## src/rtl/pwm_fade_pkg.sv

```systemverilog
// Shared state codes and level helpers for the PWM fade sequencer.
package pwm_fade_pkg;

   localparam logic [2:0] ST_IDLE    = 3'd0;
   localparam logic [2:0] ST_UP      = 3'd1;
   localparam logic [2:0] ST_HOLD_HI = 3'd2;
   localparam logic [2:0] ST_DOWN    = 3'd3;
   localparam logic [2:0] ST_HOLD_LO = 3'd4;

   // All-ones value for a level of the given width.
   function automatic int unsigned max_level(input int unsigned width);
      return (32'd1 << width) - 32'd1;
   endfunction

endpackage

```

## src/rtl/step_tick_gen.sv

```systemverilog
// Step prescaler: one tick every max(div,1) cycles, restarted by clr.
module step_tick_gen #(
   parameter int unsigned DIV_WIDTH = 16
) (
   input  logic                 clk,
   input  logic                 nrst,
   input  logic                 clr,
   input  logic [DIV_WIDTH-1:0] div,
   output logic                 tick_c
);

   logic [DIV_WIDTH-1:0] cnt;
   logic [DIV_WIDTH-1:0] last;

   always_comb begin
      last   = (div == '0) ? '0 : div - DIV_WIDTH'(1);
      tick_c = (cnt == last);
   end

   always_ff @(posedge clk) begin
      if (!nrst) begin
         cnt <= '0;
      end else if (clr || tick_c) begin
         cnt <= '0;
      end else begin
         cnt <= cnt + DIV_WIDTH'(1);
      end
   end

endmodule

```

## src/rtl/pwm_fade_seq.sv

```systemverilog
// Triangle brightness sequencer feeding a PWM threshold: up, hold, down, hold.
module pwm_fade_seq
   import pwm_fade_pkg::*;
#(
   parameter int unsigned DATA_WIDTH = 8,
   parameter int unsigned DIV_WIDTH  = 16,
   parameter bit          INVERT     = 1'b1
) (
   input  logic                  clk,
   input  logic                  nrst,
   input  logic                  start,
   input  logic                  stop,
   input  logic                  oneshot,
   input  logic [DIV_WIDTH-1:0]  step_div,
   input  logic [DATA_WIDTH-1:0] step_size,
   input  logic [7:0]            hold_steps,
   output logic [DATA_WIDTH-1:0] threshold,
   output logic                  busy,
   output logic                  cycle_done,
   output logic [2:0]            phase
);

   localparam logic [DATA_WIDTH-1:0] LEVEL_MAX = DATA_WIDTH'(max_level(DATA_WIDTH));

   logic [2:0]            state, state_n;
   logic [DATA_WIDTH-1:0] level, level_n;
   logic [7:0]            hold_cnt, hold_n;
   logic                  done_n;
   logic                  latch;
   logic                  clr;
   logic                  tick_c;
   logic [DATA_WIDTH-1:0] step;
   logic [DATA_WIDTH:0]   sum;

   logic [DIV_WIDTH-1:0]  sh_div;
   logic [DATA_WIDTH-1:0] sh_size;
   logic [7:0]            sh_hold;
   logic                  sh_oneshot;

   step_tick_gen #(.DIV_WIDTH(DIV_WIDTH)) u_tick (
      .clk    (clk),
      .nrst   (nrst),
      .clr    (clr),
      .div    (sh_div),
      .tick_c (tick_c)
   );

   // Next-state, level and hold counter; stop overrides everything.
   always_comb begin
      state_n = state;
      level_n = level;
      hold_n  = hold_cnt;
      done_n  = 1'b0;
      latch   = 1'b0;
      step    = (sh_size == '0) ? DATA_WIDTH'(1) : sh_size;
      sum     = {1'b0, level} + {1'b0, step};

      if (stop) begin
         state_n = ST_IDLE;
         level_n = '0;
      end else begin
         case (state)
            ST_IDLE: begin
               if (start) begin
                  latch   = 1'b1;
                  level_n = '0;
                  state_n = ST_UP;
               end
            end
            ST_UP: begin
               if (tick_c) begin
                  if (sum >= {1'b0, LEVEL_MAX}) begin
                     level_n = LEVEL_MAX;
                     hold_n  = 8'd0;
                     state_n = ST_HOLD_HI;
                  end else begin
                     level_n = sum[DATA_WIDTH-1:0];
                  end
               end
            end
            ST_HOLD_HI: begin
               if (tick_c) begin
                  if (hold_cnt == sh_hold) begin
                     state_n = ST_DOWN;
                  end else begin
                     hold_n = hold_cnt + 8'd1;
                  end
               end
            end
            ST_DOWN: begin
               if (tick_c) begin
                  if (level <= step) begin
                     level_n = '0;
                     hold_n  = 8'd0;
                     state_n = ST_HOLD_LO;
                  end else begin
                     level_n = level - step;
                  end
               end
            end
            ST_HOLD_LO: begin
               if (tick_c) begin
                  if (hold_cnt == sh_hold) begin
                     done_n = 1'b1;
                     if (sh_oneshot) begin
                        state_n = ST_IDLE;
                     end else begin
                        latch   = 1'b1;
                        state_n = ST_UP;
                     end
                  end else begin
                     hold_n = hold_cnt + 8'd1;
                  end
               end
            end
            default: begin
               state_n = ST_IDLE;
               level_n = '0;
            end
         endcase
      end

      // Every phase change restarts the step interval.
      clr = (state_n != state) || (state == ST_IDLE);
   end

   always_ff @(posedge clk) begin
      if (!nrst) begin
         state      <= ST_IDLE;
         level      <= '0;
         hold_cnt   <= 8'd0;
         sh_div     <= '0;
         sh_size    <= '0;
         sh_hold    <= 8'd0;
         sh_oneshot <= 1'b0;
         threshold  <= INVERT ? '1 : '0;
         busy       <= 1'b0;
         cycle_done <= 1'b0;
         phase      <= ST_IDLE;
      end else begin
         state      <= state_n;
         level      <= level_n;
         hold_cnt   <= hold_n;
         if (latch) begin
            sh_div     <= step_div;
            sh_size    <= step_size;
            sh_hold    <= hold_steps;
            sh_oneshot <= oneshot;
         end
         threshold  <= INVERT ? ~level_n : level_n;
         busy       <= (state_n != ST_IDLE);
         cycle_done <= done_n;
         phase      <= state_n;
      end
   end

endmodule

```

## config.mk

```make
export PLATFORM = sky130hd
export DESIGN_NAME = pwm_fade_seq
export DESIGN_NICKNAME = d
export VERILOG_FILES = /design/src/rtl/pwm_fade_pkg.sv /design/src/rtl/step_tick_gen.sv /design/src/rtl/pwm_fade_seq.sv
export SDC_FILE = /design/constraint.sdc
export NUM_CORES = 1
export LEC_CHECK = 0
export CAP_MARGIN = 40
export CORE_MARGIN = 5
export CORE_UTILIZATION = 30
export CTS_CLUSTER_SIZE = 24
export DETAILED_ROUTE_END_ITERATION = 8
export MAX_ROUTING_LAYER = met4
export RECOVER_POWER = 25
export SYNTH_ARGS = -nofsm -noshare
export SYNTH_HDL_FRONTEND = slang
export SYNTH_SLANG_ARGS = --single-unit
```

## constraint.sdc

```tcl
create_clock -name clk -period 7.8 [get_ports clk]
set_input_delay 1.56 -clock clk [delete_from_list [all_inputs] [get_ports clk]]
set_output_delay 1.56 -clock clk [all_outputs]
set_load 0.005 [all_outputs]
```

==> results of run 1 <==
[layout make-up]
| cell class | instances | area [um^2] | share of cell area |
|---|---|---|---|
| clock inverter | 7 | 102.6 | 0.01713 |
| tap | 220 | 275.3 | 0.04595 |
| inverter | 34 | 127.6 | 0.02130 |
| timing repair buffer | 53 | 515.5 | 0.08605 |
| sequential | 78 | 1562 | 0.2607 |
| multi-input combinational | 505 | 3183 | 0.5313 |
| clock buffer | 9 | 225.2 | 0.03759 |
[sequential cells by signal, indices dropped and copies added, names as in the netlist]
name and cells:
sh_oneshot 1, state 3, sh_div 16, threshold 8, level 8, cycle_done 1
hold_cnt 8, sh_size 8, busy 1, sh_hold 8, u_tick.cnt 16
[path summary, 6_finish.rpt]
| path | startpoint | to | slack, ps | depth (start not counted) |
|---|---|---|---|---|
| worst max-delay path | sh_div[0] | hold_cnt[0] | 3150 | 12 |
| worst min-delay path | sh_hold[2] | sh_hold[2] | 470 | 2 |
| worst max register to register | sh_div[0] | hold_cnt[0] | 3150 | 12 |
| worst min register to register | sh_hold[2] | sh_hold[2] | 470 | 2 |
[per-layer routing]
metal / share of wire / vias to the layer above
li1: - / 2400
met1: 0.50 / 2120
met2: 0.43 / 109
met3: 0.050 / 20
met4: 0.020 / 0
met5: 0 / -
[power groups by stage]
stage / registers (mW) / clock network (mW) / logic [mW]
after floorplan: 0.423 / 0 / 0.137
after global placement: 0.429 / 0 / 0.183
after detailed placement: 0.429 / 0 / 0.183
after CTS: 0.420 / 0.484 / 0.184
after global routing: 0.421 / 0.500 / 0.202
final: 0.420 / 0.469 / 0.182
[Yosys cell counts (5+ instances only)]
| library cell | number |
|---|---|
| dfxtp_1 | 78 |
| nor2_1 | 61 |
| nand2_1 | 57 |
| nand3_1 | 49 |
| o21ai_0 | 40 |
| inv_1 | 34 |
| clkbuf_1 | 27 |
| a21oi_1 | 24 |
| o21ai_1 | 24 |
| xor2_1 | 22 |
| ha_1 | 20 |
| xnor2_1 | 17 |
| nor4_1 | 15 |
| and3_1 | 12 |
| nor3_1 | 11 |
| a31oi_1 | 10 |
| nor2b_1 | 10 |
| or4_1 | 9 |
| nand4_1 | 8 |
| o21a_1 | 8 |
| or3_1 | 8 |
| buf_2 | 7 |
| nor3b_1 | 7 |
| a21o_1 | 6 |
| a22oi_1 | 6 |
| and2_1 | 6 |
| a22o_1 | 5 |
| nand2b_1 | 5 |
| o31a_1 | 5 |
[cell families after synthesis]
group / Yosys count
XOR/XNOR: 39
AND/OR/NAND/NOR: 268
buffers and inverters: 75
adder cells (fa/ha/maj): 22
AO/OA/AOI/OAI: 171
multiplexers: 5
flip-flops: 78
[worst register-to-register path, cell delays in order, from the launching register on]
cell and delay (ps):
dfxtp_1 340, inv_1 100, ha_1 200, or3b_2 600, nor4_1 340, mux2_2 370
a2111oi_0 390, nand4_1 170, nor4_1 890, o221ai_1 390, nand3b_1 410, or2_0 290
a21oi_1 110
==> reports/results.tsv, run 1 <==
stage	metric	value	unit
global_route	grt peak-use layer	met2	
drt	Initial DRT Pass Iterations	5	
power	Seq pwr share	0.392	
floorplanning	die width	139.9	um
yosys	top-area cell type share of the netlist area	0.3087	
floorplanning	DIE AREA	19560	um^2
placement	dpl ws	3512	ps
yosys	Seq cells post-synth	78	
cells_and_area	Non-Filler Instances	906	
outcome	run status	completed	
power	Net Sw Frac	0.2787	
placement	placed cell count	890	
global_route	GR Layer Usage met3	0.03293	
yosys	top_reg_cell synth	dfxtp_1	
global_route	initial antenna violation count	0	
clocking	# resized after CTS	0	
drt	DRC violations left	0	
sta	RSZ-0062 raised after global routing	false	
yosys	share of flip-flops with an asynchronous set or reset	0	
sta	fin crit period	4651	ps
worst_setup_path	CP required	8080	ps
clocking	Worst-Skew Late Latency	360	ps
sta	Final setup violation count	0	
worst_setup_path	Crit path max-delay family	simple AND/OR/NAND/NOR gates	
cells_and_area	antenna cells	0	
cells_and_area	final design utilization	0.3612	
drt	DRT iter0 DRCs	271	
yosys	register area share after synthesis	0.3087	
sta	Slew HR	0.3141	
floorplanning	Die Y	139.9	um
worst_setup_path	Crit. End Element	flip-flop	
yosys	top post-synthesis cells by area	dfxtp_1, ha_1, nand3_1	
sta	max frequency	0.2150	GHz
worst_setup_path	slowest CP cell	nor4_1	
power	Logic pwr share	0.170	
cells_and_area	share of cells above drive strength 1	0.05539	
clocking	Num Clock Sinks	78	
global_route	grt ovf	0	
cells_and_area	Fillers	1800	
yosys	Post-synth EDFFs	0	
sta	final count of pins violating max slew	0	
clocking	Max Buffers Root-to-Sink	2	
worst_setup_path	worst path cell trace	inv_1, ha_1, or3b_2, nor4_1, mux2_2, a2111oi_0, nand4_1, nor4_1, o221ai_1, nand3b_1, or2_0, a21oi_1	
drt	mean routed wirelength per cell	14.61	um
yosys	Synth Area in Adders	0.05738	
clocking	clock root buffer	clkbuf_16	
cells_and_area	fin area	5991	um^2
clocking	Reg clk slew, reported paths	60	ps
clocking	postcts setup bufs	0	
run	Max-cap violations	0	
sta	post-route setup TNS	0	ps
yosys	Cell Area, Synth	5059	um^2
global_route	first-pass GRT wire length	21.86	mm
global_route	vias in the first global route	4324	
yosys	Yosys Warn Count	0	
yosys	syn nets	717	
sta	Hold Vio Cnt, Final	0	
cells_and_area	most common library cell in the layout ignoring fill and taps	dfxtp_1	
placement	Placer Congestion	0.8772	
yosys	Netlist cell types	68	
cells_and_area	Syn-to-layout area delta	18.43	%
power	Clk pwr share	0.438	
drt	Antenna Nets Post-Route	0	
sta	Tcrit/Tclk final	0.5963	
floorplanning	FP Rows	47	
sta	Final Hold Slack	471.4	ps
floorplanning	Initial Util	0.3050	
worst_setup_path	crit path kind	flip-flop to flip-flop	
worst_setup_path	Worst Path Buf+Inv	1	
yosys	Post-Synth XOR/XNOR Area	0.06752	
power	power density cells	178.7	nW/um^2
cells_and_area	most frequent cells in the layout	dfxtp_1, nor2_1, nand2_1	
yosys	Post-Syn Instances	658	
worst_setup_path	worst path arrival time	4930	ps
power	Sw Pwr	0.2984	mW
worst_setup_path	worst stage delay on the critical path	890	ps
global_route	GRT met2 Usage	0.2084	
yosys	multiplexer area fraction after synthesis	0.01039	
worst_setup_path	Startpoint Class	flip-flop	
clocking	H-tree Lvls	3	
sta	Least-Margin Pin Slew	1019	ps
drt	via/cell ratio	5.131	
cells_and_area	nets@finish	740	
power	Max rail drop VDD	0.1223	mV
clocking	CTS tree	done	
placement	detailed placer's ending HPWL	9.927	mm
placement	DP Area	5675	um^2
worst_hold_path	hold crit path type	flip-flop to flip-flop	
yosys	largest family of logic cells by synthesized area	simple AND/OR/NAND/NOR gates	
placement	Port Buffers	49	
power	internal power	0.7724	mW
yosys	Synth Area in Simple Gates	0.2703	
sta	PnR worst setup slack	3149	ps
power	leakage	2.289	nW
sta	Clock Skews	9.859	ps
clocking	CTS Buf Count	9	
global_route	GRT Util Overall	0.1405	
yosys	Synth area leader	dfxtp_1	
drt	drt total wl	13.23	mm
power	total power	1.071	mW
global_route	M1 GR Usage	0.1892	
worst_setup_path	most used cell, CP	nor4_1	
yosys	post-synthesis compound-gate area fraction	0.2238	
clocking	CTS Hold Buffers Added	0	
worst_setup_path	crit-path max FO	11	
yosys	Mean Syn Cell Area	7.688	um^2
floorplanning	# IOs	50	
floorplanning	CORE AREA	16580	um^2
drt	via count	4649	
global_route	largest net degree at the start of global routing	72	
No activity file was read; power rests on OpenSTA's default activity.
==> run 2: changes to the inputs <==
clock period = 4.2 ns   (was 7.8 ns; I/O delays follow)
==> reports/results.tsv, run 2 (same netlist as run 1, synthesis figures left out) <==
stage	metric	value	unit	change
outcome	run status	completed		unchanged
floorplanning	Initial Util	0.3050		unchanged
sta	RSZ-0062 raised after global routing	false		unchanged
power	power density cells	314.2	nW/um^2	was 178.7 nW/um^2
power	total power	1.930	mW	was 1.071 mW
clocking	Worst-Skew Late Latency	350	ps	was 360 ps
clocking	Reg clk slew, reported paths	60	ps	about the same
cells_and_area	nets@finish	756		was 740
sta	Clock Skews	11.10	ps	was 9.859 ps
drt	DRT iter0 DRCs	340		was 271
worst_hold_path	hold path depth	2		unchanged
worst_setup_path	worst path cell trace	inv_1, ha_1, or3b_4, nor4_2, mux2_2, a2111oi_0, nand4_1, or4_4, o21bai_4, buf_12, o21ai_0, a211o_1, a22o_1		was inv_1, ha_1, or3b_2, nor4_1, mux2_2, a2111oi_0, nand4_1, nor4_1, o221ai_1, nand3b_1, or2_0, a21oi_1
worst_setup_path	worst path arrival time	4230	ps	was 4930 ps
worst_setup_path	reg2reg start	sh_div[0]		unchanged
floorplanning	die width	139.9	um	unchanged
placement	Port Buffers	49		unchanged
sta	Final setup violation count	0		unchanged
clocking	clock root buffer	clkbuf_16		unchanged
placement	detailed placer's ending HPWL	10.10	mm	was 9.927 mm
sta	max frequency	0.2507	GHz	was 0.2150 GHz
placement	placed cell count	905		was 890
clocking	H-tree Lvls	3		unchanged
sta	Hold Vio Cnt, Final	0		unchanged
worst_hold_path	hold worst-path end	sh_hold[1]		was sh_hold[2]
cells_and_area	Non-Filler Instances	922		was 906
global_route	GRT Util Overall	0.1410		was 0.1405
placement	Placer Congestion	0.9139		was 0.8772
global_route	vias in the first global route	4288		was 4,324
floorplanning	CORE AREA	16580	um^2	unchanged
floorplanning	DIE AREA	19560	um^2	unchanged
drt	DRC violations left	0		unchanged
sta	fin crit period	3989	ps	was 4651 ps
cells_and_area	antenna cells	0		unchanged
sta	post-route setup TNS	0	ps	unchanged
worst_setup_path	Crit. End Element	flip-flop		unchanged
drt	via count	4693		was 4,649
worst_setup_path	crit-path max FO	12		was 11
drt	mean routed wirelength per cell	14.44	um	was 14.61 um
cells_and_area	share of cells above drive strength 1	0.08405		was 0.05539
sta	Slew HR	0.5586		was 0.3141
cells_and_area	Fillers	1749		was 1,800
clocking	CTS tree	done		unchanged
clocking	Max Buffers Root-to-Sink	2		unchanged
sta	Least-Margin Pin Slew	656.1	ps	was 1019 ps
global_route	grt ovf	0		unchanged
cells_and_area	area occupied by registers	1562	um^2	unchanged
clocking	CTS Buf Count	9		unchanged
sta	final count of pins violating max slew	0		unchanged
worst_setup_path	Crit Reg-Reg Endpoint	level[3]		was hold_cnt[0]
drt	via/cell ratio	5.090		was 5.131
power	leakage	2.365	nW	was 2.289 nW
global_route	initial antenna violation count	0		unchanged
worst_setup_path	crit path kind	flip-flop to flip-flop		unchanged
worst_setup_path	Worst Reg-to-Reg Cells	13		was 12
cells_and_area	most common library cell in the layout ignoring fill and taps	dfxtp_1		unchanged
worst_setup_path	Crit path max-delay family	simple AND/OR/NAND/NOR gates		unchanged
cells_and_area	final design utilization	0.3705		was 0.3612
drt	drt total wl	13.32	mm	was 13.23 mm
worst_setup_path	CP required	4440	ps	was 8080 ps
cells_and_area	footprint of the multi-input gates	3218	um^2	was 3183 um^2
cells_and_area	most frequent cells in the layout	dfxtp_1, nor2_1, nand2_1		unchanged
worst_hold_path	hold crit path type	flip-flop to flip-flop		unchanged
global_route	first-pass GRT wire length	22.07	mm	was 21.86 mm
sta	Tcrit/Tclk final	0.9497		was 0.5963
floorplanning	FP Rows	47		unchanged
drt	Initial DRT Pass Iterations	5		unchanged
worst_setup_path	slowest CP cell	or4_4		was nor4_1
floorplanning	Die Y	139.9	um	unchanged
global_route	largest net degree at the start of global routing	71		was 72
power	Max rail drop VDD	0.2071	mV	was 0.1223 mV
drt	Antenna Nets Post-Route	0		unchanged
run	Max-cap violations	0		unchanged
worst_setup_path	reg2reg setup slack	210	ps	was 3150 ps
worst_setup_path	Startpoint Class	flip-flop		unchanged
clocking	Num Clock Sinks	78		unchanged
floorplanning	# IOs	50		unchanged
worst_setup_path	Worst Path Buf+Inv	2		was 1
worst_hold_path	Hold Startpoint	sh_hold[1]		was sh_hold[2]
cells_and_area	Syn-to-layout area delta	21.44	%	was 18.43%
worst_setup_path	worst stage delay on the critical path	590	ps	was 890 ps
cells_and_area	biggest regs	sh_div: 16 flops, u_tick.cnt: 16 flops		unchanged
## run 2: cell types whose count changed in the layout (fill, tap and decap cells not counted), sizes merged
cell and delta:
buf +16, inv -3, clkbuf +1, clkinvlp +1, clkinv +2, bufinv -1
## run 2: final cells by class
| class | count | share of cell area |
|---|---|---|
| inverters | 34 | 0.02077 |
| flip-flops and latches | 78 | 0.2542 |
| multi-input cells | 505 | 0.5238 |
| well taps | 220 | 0.04481 |
| repair buffers | 69 | 0.1075 |
| clock inverters | 6 | 0.01161 |
| clock buffers | 10 | 0.03727 |
## run 2: per-stage QoR
| step | hold WS, ps | setup slack, ps | area, um^2 |
|---|---|---|---|
| after floorplan | 446.0 | 232.8 | 5059 |
| after global placement | 461.4 | 128.3 | 5801 |
| after detailed placement | 463.8 | 58.48 | 5801 |
| after CTS | 472.4 | 24.56 | 6101 |
| after global routing | 496.3 | 54.69 | 6143 |
| final | 466.8 | 211.1 | 6143 |
## run 2: how the worst max path moves through the flow
stage,endpoint,cells past startpoint,slack (ps),startpoint
2_1_floorplan,level[4],15,230,sh_div[0]
3_3_place_gp,level[3],12,130,sh_div[0]
3_5_place_dp,level[3],12,60,sh_div[0]
4_1_cts,level[3],12,20,sh_div[0]
5_1_grt,hold_cnt[0],12,50,sh_div[0]
6_report,level[3],13,210,sh_div[0]
## run 2: repair_timing
item / in CTS / in global routing
setup buffers: 0 / 1
hold buffers: 0 / 0
gates resized for setup: 0 / 6
setup endpoints to repair: 0 / 48
## run 2: worst reg2reg max path, stage by stage, from the launching register on
cell and delay [ps]:
dfxtp_1 340, inv_1 100, ha_1 200, or3b_4 440, nor4_2 290, mux2_2 360, a2111oi_0 440, nand4_1 220
or4_4 590, o21bai_4 160, buf_12 150, o21ai_0 90, a211o_1 320, a22o_1 190
## run 2: per-layer routing
metal  global-route usage  routed length (um)  share of wire
met2               0.2041                5844           0.44
met1               0.1959                6738           0.51
met4              0.04691                 218          0.016
met3              0.02882                 516          0.039
met5                    -                   0              0
## run 2: report_power, final
group / internal [mW] / total, mW / switching, mW
sequential: 0.757 / 0.775 / 0.0181
combinational: 0.164 / 0.365 / 0.201
clock: 0.464 / 0.790 / 0.325
total: 1.39 / 1.93 / 0.545
==> run 3: changes to the inputs <==
ABC_CLOCK_PERIOD_IN_PS = 4200   (was default)
CAP_MARGIN = 25   (was 40)
==> results of run 3 <==
Final layout, timing and power as in run 2 (identical DEF).
